$ cat src/rtl/fnd_scan_controller.sv
// fnd_scan_controller: time-multiplexed driver for a 4-digit common-anode
// 7-segment display. One shared glyph decoder and frame-synchronous value updates.

// Hex nibble to active-low glyph {p,g,f,e,d,c,b,a}; dp is left off (bit7 = 1).
module decoder_7seg (
    input  logic [3:0] hex,
    output logic [7:0] seg
);

    // Pure lookup of the hex glyph.
    always_comb begin
        case (hex)
            4'h0:    seg = 8'hC0;
            4'h1:    seg = 8'hF9;
            4'h2:    seg = 8'hA4;
            4'h3:    seg = 8'hB0;
            4'h4:    seg = 8'h99;
            4'h5:    seg = 8'h92;
            4'h6:    seg = 8'h82;
            4'h7:    seg = 8'hD8;
            4'h8:    seg = 8'h80;
            4'h9:    seg = 8'h98;
            4'hA:    seg = 8'h88;
            4'hB:    seg = 8'h83;
            4'hC:    seg = 8'hC6;
            4'hD:    seg = 8'hA1;
            4'hE:    seg = 8'h86;
            default: seg = 8'h8E;
        endcase
    end

endmodule

module fnd_scan_controller #(
    parameter int SCAN_DIV     = 100_000,
    parameter int BLANK_CYCLES = 2,
    parameter bit LZ_BLANK     = 1'b1
) (
    input  logic        clk,
    input  logic        reset_p,
    input  logic        enable,
    input  logic        load,
    input  logic [15:0] value,
    input  logic [3:0]  dp_in,
    output logic [7:0]  seg_7,
    output logic [3:0]  com,
    output logic        frame_done
);

    localparam int               CNT_W   = (SCAN_DIV > 1) ? $clog2(SCAN_DIV) : 1;
    localparam logic [CNT_W-1:0] CNT_MAX = CNT_W'(SCAN_DIV - 1);

    logic [CNT_W-1:0] cnt;
    logic [1:0]       idx;
    logic             tick;
    logic             boundary;
    logic             boundary_q;
    logic             xfer;
    logic             in_gap;

    logic [15:0]      pend_val;
    logic [3:0]       pend_dp;
    logic             pend_flag;
    logic [15:0]      shadow_val;
    logic [3:0]       shadow_dp;

    logic [3:0]       nibble;
    logic [7:0]       glyph;
    logic [3:0]       lz_mask;
    logic [7:0]       seg_next;

    assign tick     = enable && (cnt == CNT_MAX);
    assign boundary = tick && (idx == 2'd3);
    // Dark display takes new data immediately so re-enable never shows stale digits.
    assign xfer     = pend_flag && (!enable || boundary);

    // The anti-ghosting gap disappears entirely when BLANK_CYCLES is zero.
    generate
        if (BLANK_CYCLES == 0) begin : g_no_gap
            assign in_gap = 1'b0;
        end else begin : g_gap
            assign in_gap = (cnt < CNT_W'(BLANK_CYCLES));
        end
    endgenerate

    // Slot prescaler and digit index; both parked at zero while disabled.
    always_ff @(posedge clk or posedge reset_p) begin
        // NOTE: state is written with <= so every register samples pre-edge values;
        // = here would let later statements see already-updated state.
        if (reset_p) begin
            cnt <= '0;
            idx <= 2'd0;
        end else if (!enable) begin
            cnt <= '0;
            idx <= 2'd0;
        end else if (tick) begin
            cnt <= '0;
            idx <= idx + 2'd1;
        end else begin
            cnt <= cnt + 1'b1;
        end
    end

    // Pending register: load wins over the boundary clear of pend_flag.
    always_ff @(posedge clk or posedge reset_p) begin
        // NOTE: these are a handful of flops, not a RAM, so resetting them is free
        // and guarantees a blank-but-defined first frame.
        if (reset_p) begin
            pend_val  <= 16'h0000;
            pend_dp   <= 4'h0;
            pend_flag <= 1'b0;
        end else if (load) begin
            pend_val  <= value;
            pend_dp   <= dp_in;
            pend_flag <= 1'b1;
        end else if (xfer) begin
            pend_flag <= 1'b0;
        end
    end

    // Shadow register: only changes on a frame boundary (or while dark).
    always_ff @(posedge clk or posedge reset_p) begin
        if (reset_p) begin
            shadow_val <= 16'h0000;
            shadow_dp  <= 4'h0;
        end else if (xfer) begin
            shadow_val <= pend_val;
            shadow_dp  <= pend_dp;
        end
    end

    assign nibble = 4'(shadow_val >> {idx, 2'b00});

    decoder_7seg u_decoder (
        .hex (nibble),
        .seg (glyph)
    );

    // Leading-zero mask: digit k blank when nibbles k..3 are all zero; digit 0 never.
    always_comb begin
        // NOTE: default first so no path leaves a bit unassigned (no latch).
        lz_mask = 4'b0000;
        if (LZ_BLANK) begin
            lz_mask[3] = (shadow_val[15:12] == 4'h0);
            lz_mask[2] = lz_mask[3] && (shadow_val[11:8] == 4'h0);
            lz_mask[1] = lz_mask[2] && (shadow_val[7:4] == 4'h0);
        end
    end

    // Segment pattern for the current digit, decimal point overlaid last.
    always_comb begin
        seg_next = lz_mask[idx] ? 8'hFF : glyph;
        if (shadow_dp[idx]) begin
            seg_next[7] = 1'b0;
        end
    end

    // Registered pin drivers and the frame-start pulse.
    always_ff @(posedge clk or posedge reset_p) begin
        if (reset_p) begin
            com        <= 4'hF;
            seg_7      <= 8'hFF;
            boundary_q <= 1'b0;
            frame_done <= 1'b0;
        end else begin
            boundary_q <= boundary;
            frame_done <= boundary_q && enable;
            if (enable && !in_gap) begin
                com   <= ~(4'b0001 << idx);
                seg_7 <= seg_next;
            end else begin
                com   <= 4'hF;
                seg_7 <= 8'hFF;
            end
        end
    end

endmodule

$ cat config.mk
export PLATFORM = sky130hd
export DESIGN_NAME = fnd_scan_controller
export DESIGN_NICKNAME = d
export VERILOG_FILES = /design/src/rtl/fnd_scan_controller.sv
export SDC_FILE = /design/constraint.sdc
export NUM_CORES = 1
export LEC_CHECK = 0
export ABC_AREA = 1
export CAP_MARGIN = 40
export CORE_MARGIN = 1.5
export CORE_UTILIZATION = 57
export CTS_CLUSTER_SIZE = 8
export DETAILED_ROUTE_END_ITERATION = 8
export GPL_ROUTABILITY_DRIVEN = 1
export GPL_TIMING_DRIVEN = 0
export HOLD_SLACK_MARGIN = 0.02
export PLACE_DENSITY = 0.8
export SYNTH_ARGS = -nofsm -noshare
export SYNTH_HDL_FRONTEND = slang
export SYNTH_HIERARCHICAL = 1
export SYNTH_SLANG_ARGS = --single-unit
$ cat constraint.sdc
create_clock -name clk -period 2.6 [get_ports clk]
set_input_delay 0.39 -clock clk [delete_from_list [all_inputs] [get_ports clk]]
set_output_delay 0.39 -clock clk [all_outputs]
set_load 0.05 [all_outputs]
==> results of run 1 <==
## worst paths after layout
check                      startpoint          to  slack (ns)  depth (start not counted)
max                            idx[0]    seg_7[3]        0.27                         11
min                           reset_p      cnt[9]        0.30                          2
max reg2reg                    idx[0]    seg_7[3]        0.27                         11
min reg2reg                boundary_q  frame_done        0.45                          2
max in group asynchronous     reset_p    seg_7[5]        1.72                          3
min in group clk           boundary_q  frame_done        0.45                          2
## cells in the final DEF (no fill, tap or decap), types with 3 or more instances in the layout
cell                                n
sky130_fd_sc_hd__nor3_1            10
sky130_fd_sc_hd__clkdlybuf4s50_1   36
sky130_fd_sc_hd__nand2_1          155
sky130_fd_sc_hd__nand3b_1           8
sky130_fd_sc_hd__dfstp_2           12
sky130_fd_sc_hd__buf_6              5
sky130_fd_sc_hd__o21ai_0           14
sky130_fd_sc_hd__inv_1             33
sky130_fd_sc_hd__clkbuf_1           6
sky130_fd_sc_hd__dfrtp_1           62
sky130_fd_sc_hd__clkbuf_8          10
sky130_fd_sc_hd__xor2_1             4
sky130_fd_sc_hd__buf_2              4
sky130_fd_sc_hd__nor2_4             3
sky130_fd_sc_hd__ha_1              10
sky130_fd_sc_hd__inv_2              3
sky130_fd_sc_hd__nand4_1            5
sky130_fd_sc_hd__o22ai_1            3
sky130_fd_sc_hd__nor2_1            43
sky130_fd_sc_hd__nand2_2            5
sky130_fd_sc_hd__nor3b_1            3
sky130_fd_sc_hd__a21oi_1            8
sky130_fd_sc_hd__nand3_1           39
## cell families after synthesis
family	share of synthesized area [%]
adder cells (fa/ha/maj)	3.35
AO/OA/AOI/OAI	5.26
flip-flops	49.9
buffers and inverters	7.06
other	0.100
AND/OR/NAND/NOR	33.3
XOR/XNOR	0.937
## final cells by class
cell class                      instances  area [sq um]  area share [%]
Multi-Input combinational cell        325          1610            36.4
Sequential cell                        74          1870            42.1
Clock buffer                           10           138            3.10
Buffer                                 17           121            2.74
Timing Repair Buffer                   37           388            8.75
Clock inverter                          6          65.1            1.47
Tap cell                               77          96.3            2.17
Inverter                               38           145            3.27
## per-layer routing
metal  share of wire [%]  GRT usage (%)  vias to the layer above
met5                   0              0                        -
met4                 2.3           10.1                        0
met3                 4.5           5.34                       20
met2                  46           34.7                       78
met1                  47           32.6                     1376
li1                    -              -                     1546
## worst max-delay path, delay by kind of cell (launching register included)
family / cells / cell delay (ns)
and+or+nand+nor: 5 / 0.34
adders and majority gates: 1 / 0.35
buffers and inverters: 3 / 0.56
AOI/OAI and AO/OA: 2 / 0.49
DFF: 1 / 0.49
## cells in the mapped netlist, types with 2 or more instances
library cell                 n  area (sq um)
sky130_fd_sc_hd__inv_2       3          11.3
sky130_fd_sc_hd__dfrtp_1    62          1550
sky130_fd_sc_hd__nand2_2     5          31.3
sky130_fd_sc_hd__nand2_1   155           582
sky130_fd_sc_hd__clkbuf_1    6          22.5
sky130_fd_sc_hd__nor2_1     43           161
sky130_fd_sc_hd__nor3b_1     3          22.5
sky130_fd_sc_hd__a21oi_1     8          40.0
sky130_fd_sc_hd__ha_1       10           125
sky130_fd_sc_hd__o22ai_1     4          25.0
sky130_fd_sc_hd__o21ai_1     2          10.0
sky130_fd_sc_hd__inv_1      34           128
sky130_fd_sc_hd__nand4_1     5          31.3
sky130_fd_sc_hd__xor2_1      4          35.0
sky130_fd_sc_hd__nor2_4      3          33.8
sky130_fd_sc_hd__buf_6       5          56.3
sky130_fd_sc_hd__nand3_1    39           195
sky130_fd_sc_hd__o21ai_2     2          17.5
sky130_fd_sc_hd__nand3_4     2          35.0
sky130_fd_sc_hd__nor3_1     10          50.1
sky130_fd_sc_hd__dfstp_2    12           315
sky130_fd_sc_hd__a211oi_1    2          15.0
sky130_fd_sc_hd__buf_2       4          20.0
sky130_fd_sc_hd__o21ai_0    14          70.1
sky130_fd_sc_hd__nand3b_1    8          60.1
## state kept, by name (all words and copies together), names as in the netlist, 2 cells and up
name	flops
shadow_val	16
pend_dp	4
cnt	17
idx	2
seg_7	8
shadow_dp	4
com	4
pend_val	16
## per-stage QoR
stage | total power (W) | hold slack (ns) | TNS [ns] | utilization [%] | worst slack [ns]
floorplan | 0.00163 | 0.412 | 0 | - | 0.348
global placement | 0.00175 | 0.428 | -51.42 | 66.0 | -0.808
detailed placement | 0.00177 | 0.439 | 0 | 66.5 | 0.280
CTS | 0.00269 | 0.293 | 0 | 69.7 | 0.258
global route | 0.00282 | 0.310 | 0 | 69.8 | 0.0649
finish | 0.00266 | 0.296 | 0 | 69.8 | 0.271
## timing repair
action	CTS	global route
setup buffers	0	0
gates resized for setup	0	1
endpoints found under the setup margin	0	1
hold buffers	0	0
## power by group
group / total [W] / internal (W) / switching (W) / leakage (nW)
clock network: 0.000910 / 0.000471 / 0.000439 / 0.103
logic: 0.000442 / 0.000182 / 0.000260 / 1.15
registers: 0.00131 / 0.00125 / 0.0000570 / 0.924
==> run summary, run 1 <==
The critical path goes through clkbuf_1 -> o21ai_0 -> o22ai_1 -> inv_1 -> ha_1 -> inv_1 -> nand2_1 -> nand2_1 -> nand2_1 -> nand2_1 -> nand3b_1. The count of warnings emitted by yosys came out at 6. The relative max-transition margin came out at 55.0%. The actual slew at the worst max-slew pin is 0.671 ns. The die is 84.0 microns wide. The cell type with the highest occurrence count on the critical path is sky130_fd_sc_hd__nand2_1. The biggest cell delay along the critical path is 0.49 ns. The number of antenna diodes is 0.

The share of synthesized registers carrying an async set or reset came out at 100%. After routing the design area is 4430 sq um. The number of remaining DRC errors is 0. The worst-case IR drop observed on VDD is 0.000367 V. The half-perimeter wire length of the detailed placement result came out at 5300 microns.

The clock sink count came out at 74. The number of instances in the placed design is 568. The total power per unit cell area is 600 nW/um^2.

Summed over all layers, the global routing overflow is 0. Dividing the detail-routed wire length by the instance count gives 12.4 microns. The maximum operating frequency is between 400 and 500 MHz. The layout filler cell count is 498. The via density per instance is 5.17. The number of global-route vias before repair came to approximately 2900.

The number of synthesized flops with an enable pin is 0. The number of H-tree levels came out at 3. Input and output buffers added on the ports amount to 36.

The count of antenna-violating nets left after detailed routing is 0. The initial antenna violation count is 0. The CTS buffer count came out at 9. Cells with a size suffix above 1 make up 12.0% of the layout. The core footprint came out at 6350 sq um. The number of pins exceeding their max-slew limit in the final report is 0. The reported leakage power is 2.17 nW. The starting density of the core came out at 58.9%. Among all stages on the critical path, the largest delay is contributed by sky130_fd_sc_hd__dfrtp_1. The number of DRC markers after the initial detailed-route iteration came out at 124. After detailed placement, the total cell area comes to 4220 sq um. The area of the die is 7050 sq um. The gate count of the mapped netlist is 454. In the synthesized netlist the dominant register cell turns out to be sky130_fd_sc_hd__dfrtp_1. The flip-flop and latch count after synthesis came out at 74.

The flow ran to the end, and the final reports show no timing, DRC or antenna violations. Clock-pin slew was measured on the worst setup and hold paths at roughly 0.08 ns. The shortest period the worst path allows came out at 2.33 ns. The first-pass GRT wire length is between 10000 and 15000 microns. The path class of the tightest hold or removal check is in -> async. Before antenna repair, the detailed router went through 4 iterations.

The root buffer cell chosen for the clock tree is sky130_fd_sc_hd__clkbuf_8. The routability congestion estimate from global placement came out at a little over 0.9. The net total in the final layout came out at 536.

The via count of the routed design is slightly above 3000. The largest buffer count on any clock path is 2. The cell area after synthesis is 3740 sq um. The worst clock skew on the final layout is 0.00725 ns. The part of the cycle the worst path needs is 89.6%. The CTS tree is built. The routed wire length is 7260 microns. The count of distinct cell types in the synthesized netlist is 34. For the worst setup path, the data required time is 2.86 ns. The overall global routing resource usage is 23.2%. Across the run, the number of max-cap violations was 0. The proportion of synthesized chip area in sequential cells is 49.9%. The largest net degree at the start of global routing is 64.

The arrival time at the worst endpoint is 2.59 ns. 37 I/O pins were placed. The clock reaches the later pin of the worst-skew pair after 0.35 ns. The final setup violation count came out at 0. Setup repair after global routing left no endpoint under its margin. The die extent in y came out at around 84 microns. The worst setup path is captured at a flip-flop. Relative to the synthesized area, the layout overhead comes to 18.6%. The synthesized net count came out at 488. Row generation in the floorplan step produced 29 rows. In this run the worst path has a maximum fanout of 10. Dividing the synthesized area by the synthesized cell count gives 8.23 sq um.

The critical setup path kind is reg -> reg. The critical path launch point type is a flip-flop. The number of non-filler instances in the completed layout came out at 584.

The number of hold-slack violations in the final timing report is 0.
No activity file was read; power rests on OpenSTA's default activity.
==> inputs of run 2 (changes only) <==
--- a/config.mk
+++ b/config.mk
@@ -15,6 +15,8 @@
 export GPL_TIMING_DRIVEN = 0
 export HOLD_SLACK_MARGIN = 0.02
 export PLACE_DENSITY = 0.8
+export SETUP_SLACK_MARGIN = 0.05
+export SLEW_MARGIN = 20
 export SYNTH_ARGS = -nofsm -noshare
 export SYNTH_HDL_FRONTEND = slang
 export SYNTH_HIERARCHICAL = 1
==> run 2 against run 1 <==
Effect of this change: sequential power about the same; setup slack better by 0.035 ns; critical path depth up 1; clock skew up 0.00076 ns; non-clock buffer count unchanged; die area unchanged; first-iteration DRC count up 16%; power down 1.1%; combinational power about the same; final cell count unchanged; critical endpoint unchanged; largest cell class unchanged.
==> run summary, run 2 (same netlist as run 1, synthesis figures left out) <==
The routability congestion estimate from global placement came out at 0.935 (unchanged). The initial antenna violation count is 0 (unchanged). The sum of negative setup slack is 0 ns (unchanged).

The number of H-tree levels came out at 3 (unchanged). The number of hold-slack violations in the final timing report was 0 (unchanged). The overall global routing resource usage is 23.4% (+0.14 points).

The number of maximum-capacitance constraint violations is 0 (unchanged). The detailed-route wire length per cell came out at 12.6 microns (+1.4%). The count of antenna-violating nets left after detailed routing is 0 (unchanged). The relative max-transition margin came to 56.2% (+1.2 points). The number of cell rows came out at 29 (unchanged). The part of the power in registers is 49.7% (+0.5 points).

The actual slew at the worst max-slew pin came to 0.653 ns (-0.0180 ns). The largest buffer count on any clock path is 2 (unchanged). Counting flops per register, the top entry is cnt. The area of the die is 7050 sq um (unchanged).

The CTS buffer count came out at 9 (unchanged). From synthesis to final layout, the design area changed by 18.4%. The number of ports placed on the die boundary came out at 37 (unchanged). The pre-CTS worst setup slack is 0.261 ns (-0.0188 ns). The largest registers in the layout are cnt (17), pend_val (16), shadow_val (16). The power share of the clock group was 33.5% (-0.7 points). The clock sink count is 74 (unchanged). STA classifies the critical path endpoint as a flip-flop.

The net switching component of the power came out at 0.000757 W (about the same). The width of the die came out at 84.0 microns (unchanged). STA classifies the critical path startpoint as a flip-flop. CTS placed an instance of sky130_fd_sc_hd__clkbuf_8 at the clock tree root.

The first-pass detailed-route iteration total is 4 (unchanged). Walking the worst path, the cells encountered are clkbuf_1 -> inv_1 -> o21ai_0 -> o22ai_1 -> inv_1 -> ha_1 -> inv_1 -> nand2_1 -> nand2_1 -> nand2_1 -> nand2_1 -> nand3b_1. The first-pass GRT wire length is 13300 microns (+2.3%).

The flip-flop count of the largest register after layout came out at 17 (unchanged). The source-to-sink clock delay at the later pin of the worst-skew pair is 0.35 ns (about the same). The hold buffer count at CTS is 0 (unchanged). The number of remaining DRC errors came to 0 (unchanged). The area of all placed cells without fillers came out at 4420 sq um (-0.20%). The largest net degree at the start of global routing is 54 (-16%). The cell type with the highest occurrence count on the critical path is sky130_fd_sc_hd__nand2_1. The shortest period the worst path allows is 2.29 ns (-0.0352 ns). The leftover overflow at the end of global routing is 0 (unchanged).

TritonCTS built the clock tree. The overall power consumption is 0.00263 W (-1.1%). The count of input and output buffers came to 36 (unchanged). The worst-path maximum fanout was 9 (-1).

The arrival time at the worst endpoint came out at 2.55 ns (-0.04 ns). For this design, the slowest cell found on the critical path is sky130_fd_sc_hd__dfrtp_1. The critical setup path kind is reg -> reg. The total power per unit cell area came out at 595 nW/um^2 (-0.91%). The layout filler cell count is 501 (+0.60%). The number of global-route vias before repair came out at 2905 (+1.4%). The library cell used most frequently in the layout, excluding fill and tap cells, is sky130_fd_sc_hd__nand2_1. The part of the cycle the worst path needs is 88.2% (-1.4 points). The endpoint required time on the critical path came out at 2.86 ns (about the same).

The routed wire length is 7360 microns (+1.4%). The logic gate share of total power is 16.8% (+0.2 points). The die extent in y is 84.0 microns (unchanged).

The post-CTS setup repair buffer count came out at 0 (unchanged). The core footprint is 6350 sq um (unchanged). The clock transition at the registers of the reported paths is 0.08 ns (about the same).

The number of DRC markers after the initial detailed-route iteration is 144 (+16%). The maximum operating frequency is 436 MHz (+1.5%). The via count of the routed design is 3039 (+0.63%). The starting density of the core was 58.9% (unchanged). The path class of the tightest hold or removal check is in -> async. The fraction of layout instances using a drive strength above 1 was 12.2% (+0.20 points).

The switching power share of the total is 28.8% (+0.32 points). The cell area reported after detailed placement came to 4220 sq um (unchanged). The post-route worst setup slack is 0.306 ns (+0.0352 ns).

The library cells used most frequently in the layout, excluding fill and tap cells, are sky130_fd_sc_hd__nand2_1 (155), sky130_fd_sc_hd__dfrtp_1 (62), sky130_fd_sc_hd__nor2_1 (43), sky130_fd_sc_hd__nand3_1 (39), sky130_fd_sc_hd__clkdlybuf4s50_1 (36). The via density per instance is 5.20 (+0.63%). The biggest cell delay along the critical path was 0.41 ns (-0.08 ns). The maximum resistive drop on vdd came out at 0.000360 V (-2.1%). The number of antenna diodes is 0 (unchanged). The internal power summed over all cells is 0.00187 W (-1.6%).

The half-perimeter wire length of the detailed placement result came out at 5350 microns (+0.99%). The quantity of gates resized following cts is 0 (unchanged). The worst clock skew on the final layout was 0.00800 ns (+0.000757 ns). Setup repair after global routing left no endpoint under its margin. The register-to-register path setup slack is 0.31 ns (+0.04 ns). The run finished with clean final reports.

The reported leakage power came out at 2.17 nW (-0.17%). The final setup violation count is 0 (unchanged). The net total in the final layout came out at 536 (unchanged).

The number of pins exceeding their max-slew limit in the final report is 0 (unchanged).
## run 2: cell count changes in the layout (fill, tap and decap cells not counted), sizes merged
cell      delta
clkinvlp     +1
clkbuf       -1
## run 2: metrics by stage
step	instances	hold slack, ns	util (%)
after floorplan	454	0.412	-
after global placement	567	0.428	66.0
after detailed placement	568	0.438	66.5
after CTS	584	0.352	69.6
after global routing	584	0.377	69.7
final	584	0.354	69.7
## run 2: worst max-delay path, delay by kind of cell, from the launching register on
family | cells | cell delay [ns]
adder cells (fa/ha/maj) | 1 | 0.34
flip-flops | 1 | 0.41
AO/OA/AOI/OAI | 2 | 0.47
buffers and inverters | 4 | 0.62
AND/OR/NAND/NOR | 5 | 0.35
## run 2: final cells by class
class                      count  area (sq um)  share of cell area, %
inverter                      38           145                   3.28
tap                           77          96.3                   2.18
sequential                    74          1870                   42.2
timing repair buffer          37           388                   8.77
clock buffer                   9           124                   2.80
buffer                        17           123                   2.77
clock inverter                 7          68.8                   1.56
multi-input combinational    325          1610                   36.5
## run 2: path summary, 6_finish.rpt
check,from,to,depth (start not counted)
max,idx[1],seg_7[3],12
min,reset_p,cnt[7],2
max reg2reg,idx[1],seg_7[3],12
min reg2reg,boundary_q,frame_done,2
max in group asynchronous,reset_p,seg_7[6],3
min in group clk,boundary_q,frame_done,2
## run 2: power groups by stage
stage | registers (W) | clock network [W] | logic (W)
final | 0.00131 | 0.000881 | 0.000442
after global routing | 0.00132 | 0.000948 | 0.000500
after CTS | 0.00131 | 0.000903 | 0.000445
after detailed placement | 0.00133 | 0 | 0.000443
after global placement | 0.00133 | 0 | 0.000426
after floorplan | 0.00136 | 0 | 0.000267
## run 2: per-layer routing
layer	routed length (microns)	GRT usage, %	vias to the layer above
li1	-	-	1545
met4	113	9.24	0
met3	290	3.56	11
met5	0	0	-
met2	3450	37.1	87
met1	3510	32.4	1396
==> inputs of run 3 (changes only) <==
--- a/config.mk
+++ b/config.mk
@@ -16,6 +16,7 @@
 export HOLD_SLACK_MARGIN = 0.02
 export PLACE_DENSITY = 0.8
 export SETUP_SLACK_MARGIN = 0.05
+export SKIP_LAST_GASP = 1
 export SLEW_MARGIN = 20
 export SYNTH_ARGS = -nofsm -noshare
 export SYNTH_HDL_FRONTEND = slang
==> results of run 3 <==
Final layout, timing and power as in run 2 (identical DEF).
